### config.mk
export PLATFORM = sky130hd
export DESIGN_NAME = day_night_detector
export DESIGN_NICKNAME = d
export VERILOG_FILES = /design/src/rtl/day_night_detector.sv
export SDC_FILE = /design/constraint.sdc
export NUM_CORES = 1
export LEC_CHECK = 0
export BUFFER_PORTS_ARGS = -buffer_cell sky130_fd_sc_hd__clkbuf_2
export CAP_MARGIN = 20
export CORE_MARGIN = 10
export CORE_UTILIZATION = 52
export DETAILED_ROUTE_END_ITERATION = 7
export PLACE_DENSITY_LB_ADDON = 0.25
export SETUP_SLACK_MARGIN = 0.15
export SLEW_MARGIN = 20
export SYNTH_ARGS = -nofsm -noshare
export SYNTH_HDL_FRONTEND = slang
export SYNTH_SLANG_ARGS = --single-unit
### constraint.sdc
create_clock -name clk -period 2.45 [get_ports clk]
set_input_delay 0.49 -clock clk [delete_from_list [all_inputs] [get_ports clk]]
set_output_delay 0.49 -clock clk [all_outputs]
set_load 0.02 [all_outputs]
### src/rtl/day_night_detector.sv
// day_night_detector
//   Ambient-light classifier feeding the traffic timer's day input.
//   Samples arrive over a valid/ready handshake (ready is high from the first
//   edge after reset and never drops). Every 4 accepted samples are averaged.
//   Each average is classified with hysteresis (bright / dark / in-between),
//   and the day/night decision only moves after HOLD_COUNT consecutive
//   qualifying averages, so short light transients never flip the timer mode.
//
//   Optional build macro: FORCE_OVERRIDE_EN
//     When defined, adds force_en / force_day inputs that pin the decision
//     to DAY or NIGHT. While forcing, the window and persistence count are
//     held cleared. On release, operation resumes from the forced state.
module day_night_detector #(
  parameter int SAMPLE_W     = 8,
  parameter int DAY_THRESH   = 160,
  parameter int NIGHT_THRESH = 96,
  parameter int HOLD_COUNT   = 16,
  parameter int CNT_W        = 5
) (
  input  logic                clk,
  input  logic                reset,
`ifdef FORCE_OVERRIDE_EN
  input  logic                force_en,
  input  logic                force_day,
`endif
  input  logic                sample_valid,
  input  logic [SAMPLE_W-1:0] sample,
  output logic                sample_ready,
  output logic                day,
  output logic                day_change,
  output logic [SAMPLE_W-1:0] avg_level
);

  // Threshold constants resized to the widths they are compared against.
  localparam logic [SAMPLE_W-1:0] DAY_LVL   = SAMPLE_W'(DAY_THRESH);
  localparam logic [SAMPLE_W-1:0] NIGHT_LVL = SAMPLE_W'(NIGHT_THRESH);
  localparam logic [CNT_W-1:0]    HOLD_LVL  = CNT_W'(HOLD_COUNT);
  localparam logic [CNT_W-1:0]    CNT_ONE   = CNT_W'(1);

  typedef enum logic [1:0] {
    ST_INIT  = 2'd0,
    ST_DAY   = 2'd1,
    ST_NIGHT = 2'd2
  } state_t;

  state_t                state_q, state_d;
  logic                  ready_q;
  logic [1:0]            win_cnt_q, win_cnt_d;
  logic [SAMPLE_W+1:0]   acc_q, acc_d;
  logic [CNT_W-1:0]      persist_q, persist_d;
  logic [SAMPLE_W-1:0]   avg_q, avg_d;
  logic                  day_change_q, day_change_d;

  logic                  accept;
  logic                  window_done;
  logic [SAMPLE_W+1:0]   sum_w;
  logic [SAMPLE_W-1:0]   avg_w;
  logic                  is_bright;
  logic                  is_dark;
  logic [CNT_W-1:0]      persist_inc;
  logic                  hold_reached;
  logic                  force_active;
  state_t                force_state;

  // Override source: pins the state while active; constant-off otherwise.
`ifdef FORCE_OVERRIDE_EN
  assign force_active = force_en;
  assign force_state  = force_day ? ST_DAY : ST_NIGHT;
`else
  assign force_active = 1'b0;
  assign force_state  = ST_NIGHT;
`endif

  // Handshake and window arithmetic. The accumulator is two bits wider
  // than a sample, so four samples can never overflow it.
  assign accept      = sample_valid & ready_q;
  assign sum_w       = acc_q + {2'b00, sample};
  assign window_done = accept && (win_cnt_q == 2'd3);
  assign avg_w       = sum_w[SAMPLE_W+1:2];

  // Hysteresis classification of the average completing this cycle.
  assign is_bright    = (avg_w >= DAY_LVL);
  assign is_dark      = (avg_w < NIGHT_LVL);
  assign persist_inc  = (&persist_q) ? persist_q : (persist_q + CNT_ONE);
  assign hold_reached = (persist_inc >= HOLD_LVL);

  // Window counter / accumulator / published average next-state.
  always_comb begin
    win_cnt_d = win_cnt_q;
    acc_d     = acc_q;
    avg_d     = avg_q;
    if (force_active) begin
      // Samples taken during an override are discarded.
      win_cnt_d = 2'd0;
      acc_d     = '0;
    end else if (accept) begin
      if (window_done) begin
        win_cnt_d = 2'd0;
        acc_d     = '0;
        avg_d     = avg_w;
      end else begin
        win_cnt_d = win_cnt_q + 2'd1;
        acc_d     = sum_w;
      end
    end
  end

  // Decision FSM: INIT takes the first average at face value, DAY/NIGHT
  // need HOLD_COUNT consecutive opposite-side averages to switch.
  always_comb begin
    state_d   = state_q;
    persist_d = persist_q;
    if (force_active) begin
      state_d   = force_state;
      persist_d = '0;
    end else if (window_done) begin
      case (state_q)
        ST_INIT: begin
          state_d   = is_bright ? ST_DAY : ST_NIGHT;
          persist_d = '0;
        end
        ST_DAY: begin
          if (is_dark) begin
            if (hold_reached) begin
              state_d   = ST_NIGHT;
              persist_d = '0;
            end else begin
              persist_d = persist_inc;
            end
          end else begin
            persist_d = '0;
          end
        end
        ST_NIGHT: begin
          if (is_bright) begin
            if (hold_reached) begin
              state_d   = ST_DAY;
              persist_d = '0;
            end else begin
              persist_d = persist_inc;
            end
          end else begin
            persist_d = '0;
          end
        end
        default: begin
          state_d   = ST_INIT;
          persist_d = '0;
        end
      endcase
    end
  end

  // Change pulse: fires whenever the day decode differs across this edge.
  // INIT and NIGHT both read as night, so INIT->NIGHT gives no pulse.
  always_comb begin
    day_change_d = (state_q == ST_DAY) ^ (state_d == ST_DAY);
  end

  // State registers with asynchronous reset; all partial progress discarded.
  always_ff @(posedge clk or posedge reset) begin
    if (reset) begin
      state_q      <= ST_INIT;
      ready_q      <= 1'b0;
      win_cnt_q    <= 2'd0;
      acc_q        <= '0;
      persist_q    <= '0;
      avg_q        <= '0;
      day_change_q <= 1'b0;
    end else begin
      state_q      <= state_d;
      ready_q      <= 1'b1;
      win_cnt_q    <= win_cnt_d;
      acc_q        <= acc_d;
      persist_q    <= persist_d;
      avg_q        <= avg_d;
      day_change_q <= day_change_d;
    end
  end

  assign sample_ready = ready_q;
  assign day          = (state_q == ST_DAY);
  assign day_change   = day_change_q;
  assign avg_level    = avg_q;

endmodule

==> impl_metrics.py <==
metrics = {
    "setup_path": {
        "reg2reg_slack_ns": -0.09,
        "crit_type": "flip-flop to flip-flop",
        "cp-end-kind": "flip-flop",
        "startpoint_type": "flip-flop",
        "cp_data_arrival_time_ns": 2.76,
        "rr_worst_depth": 9,
        "r2r_start": "acc_q[1]$_DFFE_PP0P_",
        "worst_r2r_endpoint": "persist_q[3]$_DFFE_PP0P_",
        "critPathMaxFanout": 7,
        "cp.required_ns": 2.68,
    },
    "grt": {
        "grt_pass1_wl_mm": 8.03,
        "grt_max_degree": 30,
        "grt.overflow.total": 0,
        "grt_pass1_vias": 1721,
        "grtUsageTotal": 0.158,
        "antenna_found_initial": 0,
    },
    "floorplanning": {
        "die_h_um": 79.3,
        "ios": 22,
        "die_area_um2": 6290,
        "rows": 21,
        "die_x_um": 79.3,
        "core_area_um2": 3360,
        "initial_core_util": 0.544,
    },
    "outcome": {
        "failed_checks": "setup timing",
        "run_status": "finished with violations",
    },
    "logic_synthesis": {
        "syn-cell-area_um2": 1830,
        "yosysWarnings": 0,
        "synth_nets": 222,
        "synth_edf_count": 0,
        "synth_cells": 196,
        "ys_seq_area_frac": 0.396,
        "ys_ff_latch": 29,
        "synth.distinct_cells": 50,
        "synth_async_sr_flop_share": 1.00,
        "avgSynthCellArea_um2": 9.34,
        "synth_ff_type": "dfrtp_1",
    },
    "timing": {
        "finalSetupViolations": 5,
        "finalMaxSlewViolations": 0,
        "postLayoutSetupSlackWorst_ns": -0.0859,
        "rsz0062_at_grt": "true",
        "fin_skew_ns": 0.0200,
        "min_period_ns": 2.54,
        "fin_crit_sh": 1.04,
        "hold_viol_final": 0,
        "tightest_slew_ns": 0.652,
        "relSlewSlack": 0.564,
        "fmax_mhz": 394,
    },
    "placement": {
        "place_area_um2": 2230,
        "dp.cells": 279,
        "post-dp-hpwl_mm": 3.38,
        "io_buffers": 21,
        "place_congestion": 0.851,
    },
    "power_and_ir_drop": {
        "leakage_uw": 0.00112,
        "power_density_nw_per_um2": 1190,
        "irDropWorstVdd_v": 0.000702,
    },
    "finish": {
        "diodes": 0,
        "final_util": 0.735,
        "fin_area_um2": 2470,
        "fin_cells": 295,
        "num-nets-final": 274,
        "syn_to_final_growth_pct": 35.0,
        "drive_gt1_frac": 0.365,
        "fill_cells": 266,
    },
    "clock_tree": {
        "cts_root_buf": "clkbuf_4",
        "clock_sinks": 29,
        "cts_hold_repair.buffers": 0,
        "cts_buffers": 5,
        "clkTransAtPathRegs_ns": 0.11,
        "cts_buffer_depth": 2,
        "cts_max_level": 2,
        "clk_latency_ns": 0.35,
        "cts_tree": "built",
    },
    "run": {
        "maxCapViolCount": 0,
    },
    "routing": {
        "met3WireLength_um": 203,
        "vias_per_cell": 5.85,
        "postRouteAntennaNets": 0,
        "dr.first_iter.drc_count": 137,
        "drt-total-wl_mm": 4.87,
        "top_layer": "met4",
        "wl_met1_mm": 2.21,
        "vias": 1725,
        "wl_per_cell_um": 16.5,
        "dr.pass1.iters": 4,
        "wl_met2_mm": 2.39,
        "drc": 0,
    },
    "hold_path": {
        "hold_path.class": "input pin to asynchronous set/reset pin",
    },
}
[power breakdown]
part	switching [µW]	total, µW	internal (µW)
sequential	141	784	643
clock	179	422	244
combinational	892	1740	853
[layer usage]
layer,vias up,track usage
met5,-,0
li1,820,-
met4,0,0.0573
met2,55,0.259
met1,842,0.193
met3,8,0.0439
[synthesized netlist by cell type, drive strengths merged (2+ instances only)]
cell / instances / area, µm²
a21o: 2 / 15.0
a21oi: 7 / 38.8
a22o: 4 / 35.0
a31oi: 5 / 31.3
a32oi: 2 / 17.5
and2: 3 / 21.3
and3: 2 / 12.5
clkbuf: 5 / 18.8
dfrtp: 29 / 726
ha: 14 / 175
inv: 10 / 37.5
nand2: 28 / 105
nand2b: 3 / 18.8
nand3: 9 / 45.0
nand3b: 3 / 22.5
nor2: 8 / 32.5
nor2b: 4 / 25.0
nor3: 2 / 10.0
o211ai: 2 / 15.0
o21a: 3 / 22.5
o21ai: 18 / 90.1
o31ai: 5 / 37.5
or2: 2 / 12.5
or4b: 2 / 23.8
xnor2: 2 / 17.5
xor2: 3 / 26.3
[critical path: stages, from the launching register on]
cell	delay [ns]
dfrtp_1	0.43
ha_4	0.25
a21o_1	0.18
nand4_1	0.12
a211oi_2	0.11
or4b_4	0.52
and3_4	0.22
a32o_2	0.32
a32oi_1	0.19
o21ai_1	0.09
[registers in the layout, summed over array words and instances, names as in the netlist]
| signal | flops |
|---|---|
| sample_ready | 1 |
| day_change | 1 |
| persist_q | 5 |
| acc_q | 10 |
| win_cnt_q | 2 |
| state_q | 2 |
| avg_level | 8 |
[area by class of cell]
class / count / area, µm² / area share
clock inverter: 1 / 30.0 / 0.0122
multi-input combinational: 151 / 1230 / 0.497
timing repair buffer: 51 / 338 / 0.137
sequential: 29 / 726 / 0.294
tap: 46 / 57.6 / 0.0233
clock buffer: 7 / 55.1 / 0.0223
inverter: 10 / 37.5 / 0.0152
[cell families (layout without fill, tap and decap cells)]
family | count (synthesis) | in the layout | share of synthesized area
flip-flops | 29 | 29 | 0.396
adder cells (fa/ha/maj) | 15 | 15 | 0.107
AO/OA/AOI/OAI | 57 | 57 | 0.224
multiplexers | 2 | 2 | 0.0116
AND/OR/NAND/NOR | 71 | 71 | 0.199
buffers and inverters | 16 | 69 | 0.0369
other | 1 | 1 | 0.00205
XOR/XNOR | 5 | 5 | 0.0239
[layout by cell type (no fill, tap or decap), types with 2 or more instances in the layout]
master / Yosys / routed
dfrtp_1: 29 / 29
nand2_1: 28 / 28
buf_4: 0 / 28
clkbuf_2: 0 / 21
o21ai_0: 13 / 12
inv_1: 10 / 8
ha_1: 14 / 8
nor2_1: 7 / 7
a21oi_1: 6 / 6
nand3_1: 9 / 6
ha_4: 0 / 6
a31oi_1: 5 / 5
clkbuf_4: 0 / 5
o21ai_1: 5 / 4
a22o_1: 4 / 4
o21a_1: 3 / 3
nor2b_1: 4 / 3
nand3b_1: 3 / 3
nand2b_1: 3 / 3
o31ai_1: 5 / 3
xor2_1: 3 / 3
a21o_1: 2 / 2
nor3_1: 2 / 2
nand3_4: 0 / 2
o21ai_2: 0 / 2
xnor2_1: 2 / 2
inv_2: 0 / 2
o211ai_1: 2 / 2
buf_6: 1 / 2
[worst max path at each step]
stage                    startpoint                        to  slack (ns)  depth (start not counted)
6_report       acc_q[1]$_DFFE_PP0P_  persist_q[3]$_DFFE_PP0P_       -0.09                          9
5_1_grt        acc_q[0]$_DFFE_PP0P_      day_change$_DFF_PP0_       -0.16                         11
4_1_cts        acc_q[0]$_DFFE_PP0P_      day_change$_DFF_PP0_       -0.05                         11
3_3_place_gp              sample[0]      day_change$_DFF_PP0_       -0.26                         12
2_1_floorplan             sample[4]  persist_q[3]$_DFFE_PP0P_       -0.03                         10
3_5_place_dp              sample[0]      day_change$_DFF_PP0_       -0.30                         12
[through the flow]
stage | hold slack (ns) | setup WS (ns) | setup TNS, ns | power [µW]
floorplan | 0.454 | -0.0297 | -0.0536 | 1740
global placement | 0.459 | -0.262 | -1.31 | 2170
detailed placement | 0.471 | -0.303 | -1.54 | 2240
CTS | 0.184 | -0.0492 | -0.136 | 2840
global route | 0.207 | -0.156 | -0.731 | 3150
finish | 0.178 | -0.0859 | -0.312 | 2950
[timing repair]
item                                    4_1_cts  5_1_grt
gates cloned                                  0        0
endpoints found under the setup margin        7        8
hold endpoints to repair                      0        0
pin swaps                                     7        5
buffers inserted                              4        4
gates resized for setup                      11        9
(Power assumes the default switching activity.)
